==> src/rtl/clock_time_ctrl_pkg.sv <==
// Shared definitions for the digital clock time-keeping path.
//   mode_t          : RUN / SET_HR / SET_MIN mode encodings (3 is unused)
//   SEC/MIN/HR_MAX  : last legal value of each time field
//   SEC/MIN/HR_W    : bit widths of each time field
package clock_time_pkg;

  typedef enum logic [1:0] {
    MODE_RUN     = 2'd0,
    MODE_SET_HR  = 2'd1,
    MODE_SET_MIN = 2'd2
  } mode_t;

  localparam int SEC_MAX = 59;
  localparam int MIN_MAX = 59;
  localparam int HR_MAX  = 23;

  localparam int SEC_W = 6;
  localparam int MIN_W = 6;
  localparam int HR_W  = 5;

endpackage

==> src/rtl/clock_time_ctrl_if.sv <==
// Button / display bus of the clock time-keeping controller.
//   btn_mode, btn_up, btn_down : debounced one-cycle button pulses
//   sec, min, hour             : current time fields
//   mode                       : current adjust mode (mode_t encoding)
//   tick                       : one-cycle pulse when a new seconds value appears
// master drives the buttons and watches the time; slave is the controller.
interface clock_time_ctrl_if;
  import clock_time_pkg::*;

  logic             btn_mode;
  logic             btn_up;
  logic             btn_down;
  logic [SEC_W-1:0] sec;
  logic [MIN_W-1:0] min;
  logic [HR_W-1:0]  hour;
  logic [1:0]       mode;
  logic             tick;

  modport master (
    output btn_mode, btn_up, btn_down,
    input  sec, min, hour, mode, tick
  );

  modport slave (
    input  btn_mode, btn_up, btn_down,
    output sec, min, hour, mode, tick
  );

endinterface

==> src/rtl/clock_time_ctrl_wrap_counter.sv <==
// Modulo-(MAX+1) up/down counter used for each time field.
//   clk, reset : clock and synchronous active-high reset
//   inc, dec   : step up / down with wrap; both together hold the value
//   clr        : synchronous clear to 0
//   count      : current value, 0..MAX
//   carry      : inc while at MAX, i.e. this edge wraps MAX -> 0 upward
module wrap_counter
  import clock_time_pkg::*;
#(
  parameter int W   = SEC_W,
  parameter int MAX = SEC_MAX
) (
  input  logic         clk,
  input  logic         reset,
  input  logic         inc,
  input  logic         dec,
  input  logic         clr,
  output logic [W-1:0] count,
  output logic         carry
);

  localparam logic [W-1:0] TOP = W'(MAX);

  assign carry = inc & (count == TOP);

  always_ff @(posedge clk) begin
    if (reset || clr) begin
      count <= '0;
    end else if (inc && !dec) begin
      count <= (count == TOP) ? '0 : count + 1'b1;
    end else if (dec && !inc) begin
      count <= (count == '0) ? TOP : count - 1'b1;
    end
  end

endmodule

==> src/rtl/clock_time_ctrl.sv <==
// Time-keeping controller: one-second prescaler, sec/min/hour counter cascade
// and a three-state mode FSM for adjusting hours and minutes.
//   clk, reset : system clock and synchronous active-high reset
//   bus        : slave side of clock_time_ctrl_if (buttons in, time/mode/tick out)
// TICK_DIV is the number of clk cycles per second; PRE_W must hold TICK_DIV-1.
module clock_time_ctrl
  import clock_time_pkg::*;
#(
  parameter int TICK_DIV = 100_000_000,
  parameter int PRE_W    = 27
) (
  input  logic               clk,
  input  logic               reset,
  clock_time_ctrl_if.slave   bus
);

  localparam logic [PRE_W-1:0] PRE_LAST = PRE_W'(TICK_DIV - 1);

  mode_t            mode_p0;
  logic [PRE_W-1:0] pre_p0;
  logic             tick_p0;

  logic run, set_hr, set_min;
  logic pre_wrap, adj_ok, leave_set;
  logic sec_inc, sec_carry;
  logic min_inc, min_dec, min_carry;
  logic hr_inc, hr_dec, unused_hr_carry;

  logic [SEC_W-1:0] sec_cnt;
  logic [MIN_W-1:0] min_cnt;
  logic [HR_W-1:0]  hr_cnt;

  // Enable / carry steering. A mode press, or up+down together, suppresses
  // any adjust in that cycle; in RUN the buttons never reach the counters.
  always_comb begin
    run       = (mode_p0 == MODE_RUN);
    set_hr    = (mode_p0 == MODE_SET_HR);
    set_min   = (mode_p0 == MODE_SET_MIN);
    pre_wrap  = (pre_p0 == PRE_LAST);
    adj_ok    = !bus.btn_mode && (bus.btn_up ^ bus.btn_down);
    leave_set = set_min && bus.btn_mode;

    sec_inc = run && pre_wrap;
    min_inc = (run && sec_carry) || (set_min && adj_ok && bus.btn_up);
    min_dec = set_min && adj_ok && bus.btn_down;
    hr_inc  = (run && sec_carry && min_carry) || (set_hr && adj_ok && bus.btn_up);
    hr_dec  = set_hr && adj_ok && bus.btn_down;
  end

  // Stage p0: prescaler, tick and mode registers.
  // Outside RUN the prescaler holds; leaving SET_MIN restarts the second.
  always_ff @(posedge clk) begin
    if (reset) begin
      mode_p0 <= MODE_RUN;
      pre_p0  <= '0;
      tick_p0 <= 1'b0;
    end else begin
      tick_p0 <= sec_inc;

      if (run) begin
        pre_p0 <= pre_wrap ? '0 : pre_p0 + 1'b1;
      end else if (leave_set) begin
        pre_p0 <= '0;
      end

      case (mode_p0)
        MODE_RUN:     if (bus.btn_mode) mode_p0 <= MODE_SET_HR;
        MODE_SET_HR:  if (bus.btn_mode) mode_p0 <= MODE_SET_MIN;
        MODE_SET_MIN: if (bus.btn_mode) mode_p0 <= MODE_RUN;
        default:      mode_p0 <= MODE_RUN;
      endcase
    end
  end

  wrap_counter #(.W(SEC_W), .MAX(SEC_MAX)) u_sec (
    .clk   (clk),
    .reset (reset),
    .inc   (sec_inc),
    .dec   (1'b0),
    .clr   (leave_set),
    .count (sec_cnt),
    .carry (sec_carry)
  );

  wrap_counter #(.W(MIN_W), .MAX(MIN_MAX)) u_min (
    .clk   (clk),
    .reset (reset),
    .inc   (min_inc),
    .dec   (min_dec),
    .clr   (1'b0),
    .count (min_cnt),
    .carry (min_carry)
  );

  // Day rollover has no consumer; the hour counter wraps 23 -> 0 by itself.
  wrap_counter #(.W(HR_W), .MAX(HR_MAX)) u_hr (
    .clk   (clk),
    .reset (reset),
    .inc   (hr_inc),
    .dec   (hr_dec),
    .clr   (1'b0),
    .count (hr_cnt),
    .carry (unused_hr_carry)
  );

  assign bus.sec  = sec_cnt;
  assign bus.min  = min_cnt;
  assign bus.hour = hr_cnt;
  assign bus.mode = mode_p0;
  assign bus.tick = tick_p0;

endmodule

==> src/flat_wrapper.sv <==
// flat-port wrapper written by rule: the top's interface ports become plain ports
module clock_time_ctrl_flat import clock_time_pkg::*;
#(
  parameter int TICK_DIV = 100_000_000,
  parameter int PRE_W    = 27
)
  (clk, reset, bus_btn_mode, bus_btn_up, bus_btn_down, bus_sec, bus_min, bus_hour, bus_mode, bus_tick);
  clock_time_ctrl_if bus_i ();
  input  logic clk;
  input  logic reset;
  input wire logic [$bits(bus_i.btn_mode)-1:0] bus_btn_mode;
  input wire logic [$bits(bus_i.btn_up)-1:0] bus_btn_up;
  input wire logic [$bits(bus_i.btn_down)-1:0] bus_btn_down;
  output wire logic [$bits(bus_i.sec)-1:0] bus_sec;
  output wire logic [$bits(bus_i.min)-1:0] bus_min;
  output wire logic [$bits(bus_i.hour)-1:0] bus_hour;
  output wire logic [$bits(bus_i.mode)-1:0] bus_mode;
  output wire logic [$bits(bus_i.tick)-1:0] bus_tick;
  assign bus_i.btn_mode = bus_btn_mode;
  assign bus_i.btn_up = bus_btn_up;
  assign bus_i.btn_down = bus_btn_down;
  assign bus_sec = bus_i.sec;
  assign bus_min = bus_i.min;
  assign bus_hour = bus_i.hour;
  assign bus_mode = bus_i.mode;
  assign bus_tick = bus_i.tick;
  clock_time_ctrl #(.TICK_DIV(TICK_DIV), .PRE_W(PRE_W)) u_core (.clk(clk), .reset(reset), .bus(bus_i));
endmodule
==> config.mk <==
export PLATFORM = sky130hd
export DESIGN_NAME = clock_time_ctrl_flat
export DESIGN_NICKNAME = d
export VERILOG_FILES = /design/src/rtl/clock_time_ctrl_pkg.sv /design/src/rtl/clock_time_ctrl_if.sv /design/src/rtl/clock_time_ctrl_wrap_counter.sv /design/src/rtl/clock_time_ctrl.sv /design/src/flat_wrapper.sv
export SDC_FILE = /design/constraint.sdc
export NUM_CORES = 1
export LEC_CHECK = 0
export BUFFER_PORTS_ARGS = -buffer_cell sky130_fd_sc_hd__buf_4
export CORE_ASPECT_RATIO = 0.7
export CORE_UTILIZATION = 50
export CTS_CLUSTER_SIZE = 25
export DETAILED_ROUTE_END_ITERATION = 8
export GPL_ROUTABILITY_DRIVEN = 0
export PLACE_DENSITY = 0.76
export SYNTH_ARGS = -nofsm -noshare
export SYNTH_HDL_FRONTEND = slang
export SYNTH_SLANG_ARGS = --single-unit
export TNS_END_PERCENT = 100
==> constraint.sdc <==
create_clock -name clk -period 7.3 [get_ports clk]
set_clock_uncertainty 0.05 [all_clocks]
set_input_delay 0.73 -clock clk [delete_from_list [all_inputs] [get_ports clk]]
set_output_delay 0.73 -clock clk [all_outputs]
set_load 0.02 [all_outputs]
**Word-level counts from Yosys, hierarchy flattened**

Cells that the tools add are included.

- $add $sub $neg: 6
- Eq/ne operators: 9
- Muxes and demuxes: 16
- Bitwise operators: 3
- Reduce and logical (&&, ||, !) cells: 30

Operator list:

| cell | count |
|---|---|
| $mux W27 | 3 |
| $mux W6 | 5 |
| $add A27 B1 Y27 const B | 1 |
| $eq A27 B27 Y1 const B | 1 |
| $mux W5 | 4 |
| $logic_and A1 B1 Y1 | 15 |
| $add A6 B1 Y6 const B | 2 |
| $eq A6 B6 Y1 const B | 2 |
| $logic_not A6 Y1 | 1 |
| $mux W2 | 3 |
| $ne A2 B2 Y1 const B | 3 |
| $pmux W2 S3 | 1 |
| $reduce_bool A2 Y1 | 3 |
| $sub A6 B1 Y6 const B | 1 |
| $add A5 B1 Y5 const B | 1 |
| $eq A5 B5 Y1 const B | 1 |
| $logic_not A1 Y1 | 5 |
| $logic_not A5 Y1 | 1 |
| $sub A5 B1 Y5 const B | 1 |
| $logic_or A1 B1 Y1 | 3 |
| $reduce_and A3 Y1 | 1 |
| $and A1 B1 Y1 | 2 |
| $eq A2 B1 Y1 const B | 1 |
| $eq A2 B2 Y1 const B | 1 |
| 2 further kinds | 2 |

- Bits in registers: 47
- Logic and storage cells: 70

**Depth between registers and ports, before layout**

Gate-level depths: netlist of run 1.

- Depth after elaboration: 12
- Mapped depth: 11
- Gate-level depth less buffers: 10

**Cells and area by module**

From an unflattened synthesis of run 1, not the netlist that was laid out.

- Cells, all modules: 402
- Area total of the unflattened synthesis: 3249.4 µm²

Modules (own cells, without submodules):

| module | instances | cells each | area each (µm²) | seq. area each (µm²) |
|---|---|---|---|---|
| clock_time_ctrl | 1 | 208 | 1680.4 | 600.6 |
| wrap_counter at u_core.u_min ... | 2 | 74 | 593.1 | 120.1 |
| wrap_counter at u_core.u_hr | 1 | 46 | 382.9 | 100.1 |

**Worst setup path after synthesis of run 1**

No wires, ideal clock.

- Path kind: register -> register
- Start: register u_core.pre_p0[9]
- End: register u_core.u_hr.count[4]
- Setup time: 0.071 ns
- Arrival: 2.778 ns
- Path slack: 4.401 ns
- Cell stages (with the launch flop): 10
- Path buffers: 1
- Clock period less this slack: 2.899 ns
- Cells stage by stage: dfxtp_1 or4b_4 nor4_4 nand3_2 o21ai_0 ha_1 clkbuf_1 a31oi_1 or4_1 a21oi_1

- Longest elaborated chain between the ends: 11
- Elaborated cells on any way between the ends: 13
- Those cells by class: 1 x eq/ne; 1 x mux; 2 x bitwise; 9 x reduce/logical

Ends and longest elaborated chain:

| what | line | source |
|---|---|---|
| start, declared | clock_time_ctrl.sv:20 | `logic [PRE_W-1:0] pre_p0;` |
| start signal, assigned | clock_time_ctrl.sv:61 | `pre_p0 <= pre_wrap ? '0 : pre_p0 + 1'b1;` |
| $eq A27 B27 Y1 * | clock_time_ctrl.sv:39 | `pre_wrap = (pre_p0 == PRE_LAST);` |
| $logic_and A1 B1 Y1 * | clock_time_ctrl.sv:43 | `sec_inc = run && pre_wrap;` |
| $and A1 B1 Y1 * | clock_time_ctrl_wrap_counter.sv:24 | `assign carry = inc & (count == TOP);` |
| $logic_and A1 B1 Y1 * | clock_time_ctrl.sv:44, clock_time_ctrl.sv:46 |  |
| $logic_or A1 B1 Y1 | clock_time_ctrl.sv:44 | `min_inc = (run && sec_carry) \|\| (set_min && adj_ok && bus.btn_up);` |
| $and A1 B1 Y1 | clock_time_ctrl_wrap_counter.sv:24 |  |
| $logic_and A1 B1 Y1 * | clock_time_ctrl.sv:46 | `hr_inc = (run && sec_carry && min_carry) \|\| (set_hr && adj_ok && bus.btn_up);` |
| $logic_or A1 B1 Y1 * | clock_time_ctrl.sv:46 |  |
| $logic_not A1 Y1 | clock_time_ctrl_wrap_counter.sv:31 | `end else if (dec && !inc) begin` |
| $logic_and A1 B1 Y1 | clock_time_ctrl_wrap_counter.sv:31 |  |
| $reduce_bool A2 Y1 (no source line) | -- |  |
| end signal, assigned | clock_time_ctrl_wrap_counter.sv:30 | `count <= (count == TOP) ? '0 : count + 1'b1;` |
| end signal, assigned | clock_time_ctrl_wrap_counter.sv:32 | `count <= (count == '0) ? TOP : count - 1'b1;` |
| end, declared | clock_time_ctrl_wrap_counter.sv:18 | `output logic [W-1:0] count,` |

Every way passes the cells marked *; elsewhere a longest branch is shown, timed or not.
A chain may end at the register's enable or synchronous reset.

**Final worst setup path of run 1**

- Start: register u_core.pre_p0[0]
- End: register u_core.u_hr.count[3]

Same word-level chain as after synthesis.

==> reports/results.txt, run 1 <==
Clk root buf - clkbuf_8
Most frequent cells in the layout - 47 x dfxtp_1, 43 x nand2_1, 31 x nor2_1
Arrival time worst endpoint - 3730 ps
H-tree Lvls - 2
Req. time, crit path - 7480 ps
Critical-path top delay cell - nor4b_2
Path depth of the worst reg2reg path - 10
CTS Sinks - 47
R2r setup slk - 3760 ps
Peak VDD IR - 0.0000953 V
Most common cell after layout, fill and taps aside - dfxtp_1
Final WL - 6620 um
Vias - 2674
LEAKAGE - 1.17 nW
Row count - 22
Vias in the first global route - 2395
Initial antenna violation count - 0
Max frequency - 0.282 GHz
Final Setup Violations - 0
Setup tns final - 0 ps
Largest net degree at the start of global routing - 36
Fraction of registers with async set/reset - 0%
Yosys reg bits - 47
CP Launch Type - flop
Top_reg_cell synth - dfxtp_1
Hold WC Path Type - flop to flop
Netlist Area Pre-Place - 2790 um^2
WHS Path Cells - 2
Drt via density - 5.98
Hold endpoint - u_core.pre_p0[16]
Die width - 91.2 um
Post-synth EDFFs - 0
Synth cell types - 55
CTS tree - built
Max Buffers Root-to-Sink - 2
Final Slew Violations - 0
Max-cap viol count - 0
GRT Total Usage - 23.8%
Layout cells sized above 1 - 13.1%
Post-CTS Hold Fix Bufs - 0
Postcts setup bufs - 0
DRT iter0 DRCs - 172
Grt total ovfl - 0
Synthesis-to-layout area growth - 12.9%
Final Hold Fails - 0
Synth Instances - 357
Slew Limit Headroom - 26.2%
CP max stage delay - 650 ps
Avg Cell Area, Syn - 7.81 um^2
Crit path launch - u_core.pre_p0[0]
Total core area - 5310 um^2
I/O pins - 25
Critical R2R Capture - u_core.u_hr.count[3]
Status - finished, final reports clean
Critical path, cell by cell - ha_1, nand3_1, nor4b_2, nand3_2, o21ai_0, ha_1, nor2b_1, a41oi_1, a2111o_1, o21ai_0
Post-DP HPWL - 4660 um
Min-delay src - u_core.pre_p0[16]
Worst Tran Pin Value - 1100 ps
Power Density - 181 nW/um^2
Setup CP Type - flop to flop
Synth Warn # - 0
Antenna Diode Count - 0
Post-DR wirelength/cell - 14.8 um
Die Y - 64.5 um
Global-route wire length before repair - 11200 um
Clk_lat worst skew - 300 ps
RSZ-0062 raised after global routing - no
Reg-to-reg startpoint - u_core.pre_p0[0]
Clock buffer count from CTS - 5
Clock transition at the registers of the reported paths - 90 ps
Area of the die - 5880 um^2
Syn Nets - 371
Fin crit period - 3540 ps
Initial Util - 52.4%
Crit share post-route - 48.5%
Seq/Total Area, Yosys - 33.8%
Post-CTS sizing - 0
CP max FO - 11
Number of remaining DRC errors - 0
PortBufs - 24
Hold slack final - 455 ps
Drt pass-1 iters - 4
Element type at the critical path end - flop
Nets@finish - 388
Post-route ant nets - 0
==> cells in the mapped netlist, drive strengths merged, types with 2 or more instances <==
cell	n	area, um^2
a31oi	16	100
o2bb2ai	2	17.5
nor2	31	116
nand2b	4	25.0
nor4b	2	23.8
ha	9	113
inv	8	30.0
nor3b	6	45.0
o21a	2	15.0
or3b	4	35.0
a21oi	26	130
dfxtp	47	941
or4	3	22.5
o31ai	3	22.5
buf	4	25.0
nand2	43	161
xor2	6	52.6
clkbuf	12	45.0
or4b	2	23.8
nor2b	6	37.5
or2	3	18.8
mux2i	4	40.0
a221o	3	30.0
nor3	9	45.0
nor4	5	46.3
and3	12	75.1
o221a	2	22.5
nand3	24	125
or3	6	37.5
nand4	7	50.1
nand4b	3	26.3
o21ai	23	115
a41oi	4	35.0
a211o	2	17.5
==> registers in the layout, indices dropped and copies added, names as in the netlist <==
signal / cells
u_core.bus.mode: 2
u_core.bus.tick: 1
u_core.pre_p0: 27
u_core.u_hr.count: 5
u_core.u_min.count: 6
u_core.u_sec.count: 6
==> worst max-delay path by stage <==
stage | to | slack, ps | cells after the start
after global routing | u_core.u_hr.count[3] | 3400 | 10
final | u_core.u_hr.count[3] | 3760 | 10
after CTS | u_core.u_hr.count[3] | 3800 | 10
after global placement | u_core.u_hr.count[3] | 3980 | 10
after floorplan | u_core.u_hr.count[4] | 4400 | 9
after detailed placement | u_core.u_hr.count[3] | 3830 | 10
==> critical path: cells and delay by family (launching register included) <==
kind	cells	cell delay [ps]
DFF	1	400
AOI/OAI and AO/OA	4	910
and+or+nand+nor	4	1460
adders and majority gates	2	660
==> cell type report <==
class                      instances  area [um^2]
fill                             496         2170
multi-input combinational        286         1760
sequential                        47          941
timing repair buffer              26          195
tap                               72         90.1
clock buffer                       6         72.6
clock inverter                     2         60.1
inverter                           8         30.0
==> cells by family after synthesis <==
logic type / after synthesis / synth area share (%)
buf+inv: 24 / 3.59
mux: 4 / 1.44
flops: 47 / 33.8
compound gates: 91 / 20.6
simple gates: 175 / 34.4
xor+xnor: 7 / 2.20
fa+ha+maj: 9 / 4.04
==> layer usage <==
metal	global-route usage, %	vias to the layer above	wire (um)
met5	0	-	0
met4	8.73	0	66
met3	4.69	6	433
met2	35.5	86	2690
met1	33.9	1223	3430
li1	-	1359	-
==> power breakdown <==
part / internal, mW / leakage (nW) / switching (mW)
Sequential: 0.263 / 0.380 / 0.0116
Combinational: 0.0268 / 0.724 / 0.0409
Clock: 0.137 / 0.0654 / 0.0908
Total: 0.427 / 1.17 / 0.143
==> through the flow <==
stage	area [um^2]	utilization, %	worst slack (ps)	std cells	total power [mW]
finish	3150	59.2	3760	447	0.570
detailed placement	3010	56.7	3830	439	0.347
CTS	3150	59.2	3800	447	0.573
global placement	3010	56.7	3980	439	0.345
floorplan	2790	-	4400	357	0.328
global route	3150	59.2	3400	447	0.595
Note: power is estimated with default switching activity, not from simulation.
==> run 2, diff against run 1 <==
==> constraint.sdc (replaced) <==
create_clock -name clk -period 3.57 [get_ports clk]
set_clock_uncertainty 0.05 [all_clocks]
set_input_delay 0.357 -clock clk [delete_from_list [all_inputs] [get_ports clk]]
set_output_delay 0.357 -clock clk [all_outputs]
set_load 0.02 [all_outputs]
==> run 2 against run 1 <==
- hold slack worse by 140 ps
- register-to-register slack worse by 3200 ps
- sequential share of layout area is 0.49 points lower
- global-route usage is 0.17 points lower
- clock-buffer cell count stayed put
- critical path type unchanged
- highest routed layer unchanged
==> reports/results.txt, run 2 (same netlist as run 1, synthesis figures left out) <==
DRT iter0 DRCs - 186 (+8.1%)
Slew Limit Headroom - 37.5% (+11 points)
Final Setup Violations - 0 (unchanged)
Post-route ant nets - 0 (unchanged)
Min-delay src - bus_btn_mode
Number of flip-flops in the largest register - 27 (unchanged)
Area of the die - 5880 um^2 (unchanged)
Peak VDD IR - 0.000261 V (+170%)
Initial antenna violation count - 0 (unchanged)
LEAKAGE - 1.21 nW (+3.3%)
Setup CP Type - flop to flop
Fill count - 484 (-2.4%)
Clock buffer count from CTS - 5 (unchanged)
PortBufs - 24 (unchanged)
Final Slew Violations - 0 (unchanged)
Post-CTS sizing - 0 (unchanged)
Final WL - 6490 um (-1.9%)
Status - finished, final reports clean
GRT Total Usage - 23.6% (-0.17 points)
Largest net degree at the start of global routing - 26 (-28%)
Initial Util - 52.4% (unchanged)
Max frequency - 0.330 GHz (+17%)
Power Density - 364 nW/um^2 (+100%)
Crit share post-route - 84.9% (+36 points)
Top flop regs - u_core.pre_p0 (27), u_core.u_min.count (6), u_core.u_sec.count (6)
Max Buffers Root-to-Sink - 2 (unchanged)
RSZ-0062 raised after global routing - no
CP Launch Type - flop
Hold WC Path Type - primary input to flop
Nets@finish - 395 (+1.8%)
Die width - 91.2 um (unchanged)
Total core area - 5310 um^2 (unchanged)
Req. time, crit path - 3770 ps (-3710 ps)
Vias - 2694 (+0.75%)
Worst Tran Pin Value - 935 ps (-162 ps)
Synthesis-to-layout area growth - 14.8%
H-tree Lvls - 2 (unchanged)
Drt via density - 5.93 (-0.81%)
Setup tns final - 0 ps (unchanged)
Clk root buf - clkbuf_8
Reg-to-reg startpoint - u_core.pre_p0[0]
Grt total ovfl - 0 (unchanged)
Multi-input logic area - 1760 um^2 (unchanged)
CTS Sinks - 47 (unchanged)
Final Hold Fails - 0 (unchanged)
Number of remaining DRC errors - 0 (unchanged)
Register with the most flip-flops - u_core.pre_p0
Most common cell after layout, fill and taps aside - dfxtp_1
Postcts setup bufs - 0 (unchanged)
Most frequent cells in the layout - 47 x dfxtp_1, 43 x nand2_1, 33 x buf_4
Max-cap viol count - 0 (unchanged)
Row count - 22 (unchanged)
Global-route wire length before repair - 11200 um (+0.38%)
Drt pass-1 iters - 4 (unchanged)
Arrival time worst endpoint - 3230 ps (-500 ps)
Clock transition at the registers of the reported paths - 100 ps (about the same)
Post-DR wirelength/cell - 14.3 um (-3.4%)
Clk_lat worst skew - 310 ps (about the same)
Vias in the first global route - 2352 (-1.8%)
Post-CTS Hold Fix Bufs - 0 (unchanged)
Die Y - 64.5 um (unchanged)
Antenna Diode Count - 0 (unchanged)
Fin crit period - 3030 ps (-514 ps)
Layout cells sized above 1 - 14.7% (+1.6 points)
CP max FO - 10 (-1)
CTS tree - built
Post-DP HPWL - 4620 um (-0.90%)
Element type at the critical path end - flop
Crit path launch - u_core.pre_p0[0]
I/O pins - 25 (unchanged)
Hold slack final - 313 ps (-142 ps)
Register area - 941 um^2 (unchanged)
## run 2: area by class of cell
type                    count  share of cell area, %
clock inverters             2                   1.88
well taps                  72                   2.82
inverters                   8                  0.939
multi-input cells         286                   54.9
flip-flops and latches     47                   29.4
repair buffers             33                   7.74
clock buffers               6                   2.27
## run 2: critical path, cell delays in order, from the launching register on
cell	delay (ps)
dfxtp_1	400
ha_1	250
nand3_1	280
nor4b_2	330
buf_4	190
nand3_2	170
o21ai_0	270
ha_1	360
or4_1	540
a21oi_1	130
## run 2: power by group
group | internal [mW] | switching (mW) | total [mW]
clock network | 0.280 | 0.184 | 0.464
registers | 0.538 | 0.0244 | 0.563
logic | 0.0553 | 0.0833 | 0.139
total | 0.874 | 0.292 | 1.17
## run 2: per-stage QoR
step	setup WS, ps	util [%]	cell area, um^2	cells	power, mW
finish	540	60.2	3200	454	1.17
global route	234	60.2	3200	454	1.21
CTS	548	60.2	3200	454	1.17
detailed placement	605	57.7	3070	446	0.711
global placement	670	57.7	3070	446	0.707
floorplan	671	-	2790	357	0.671
## run 2: final timing paths
path	cells past startpoint	end	slack, ps
worst max-delay path	9	u_core.u_hr.count[4]	540
worst min-delay path	3	u_core.bus.mode[0]	310
worst max register to register	9	u_core.u_hr.count[4]	540
worst min register to register	1	u_core.pre_p0[13]	450
## run 2: per-layer routing
layer | track usage [%] | part of all wire, %
met2 | 32.9 | 40
met3 | 4.46 | 6.1
met4 | 6.15 | 0.88
met5 | 0 | 0
met1 | 36.6 | 53
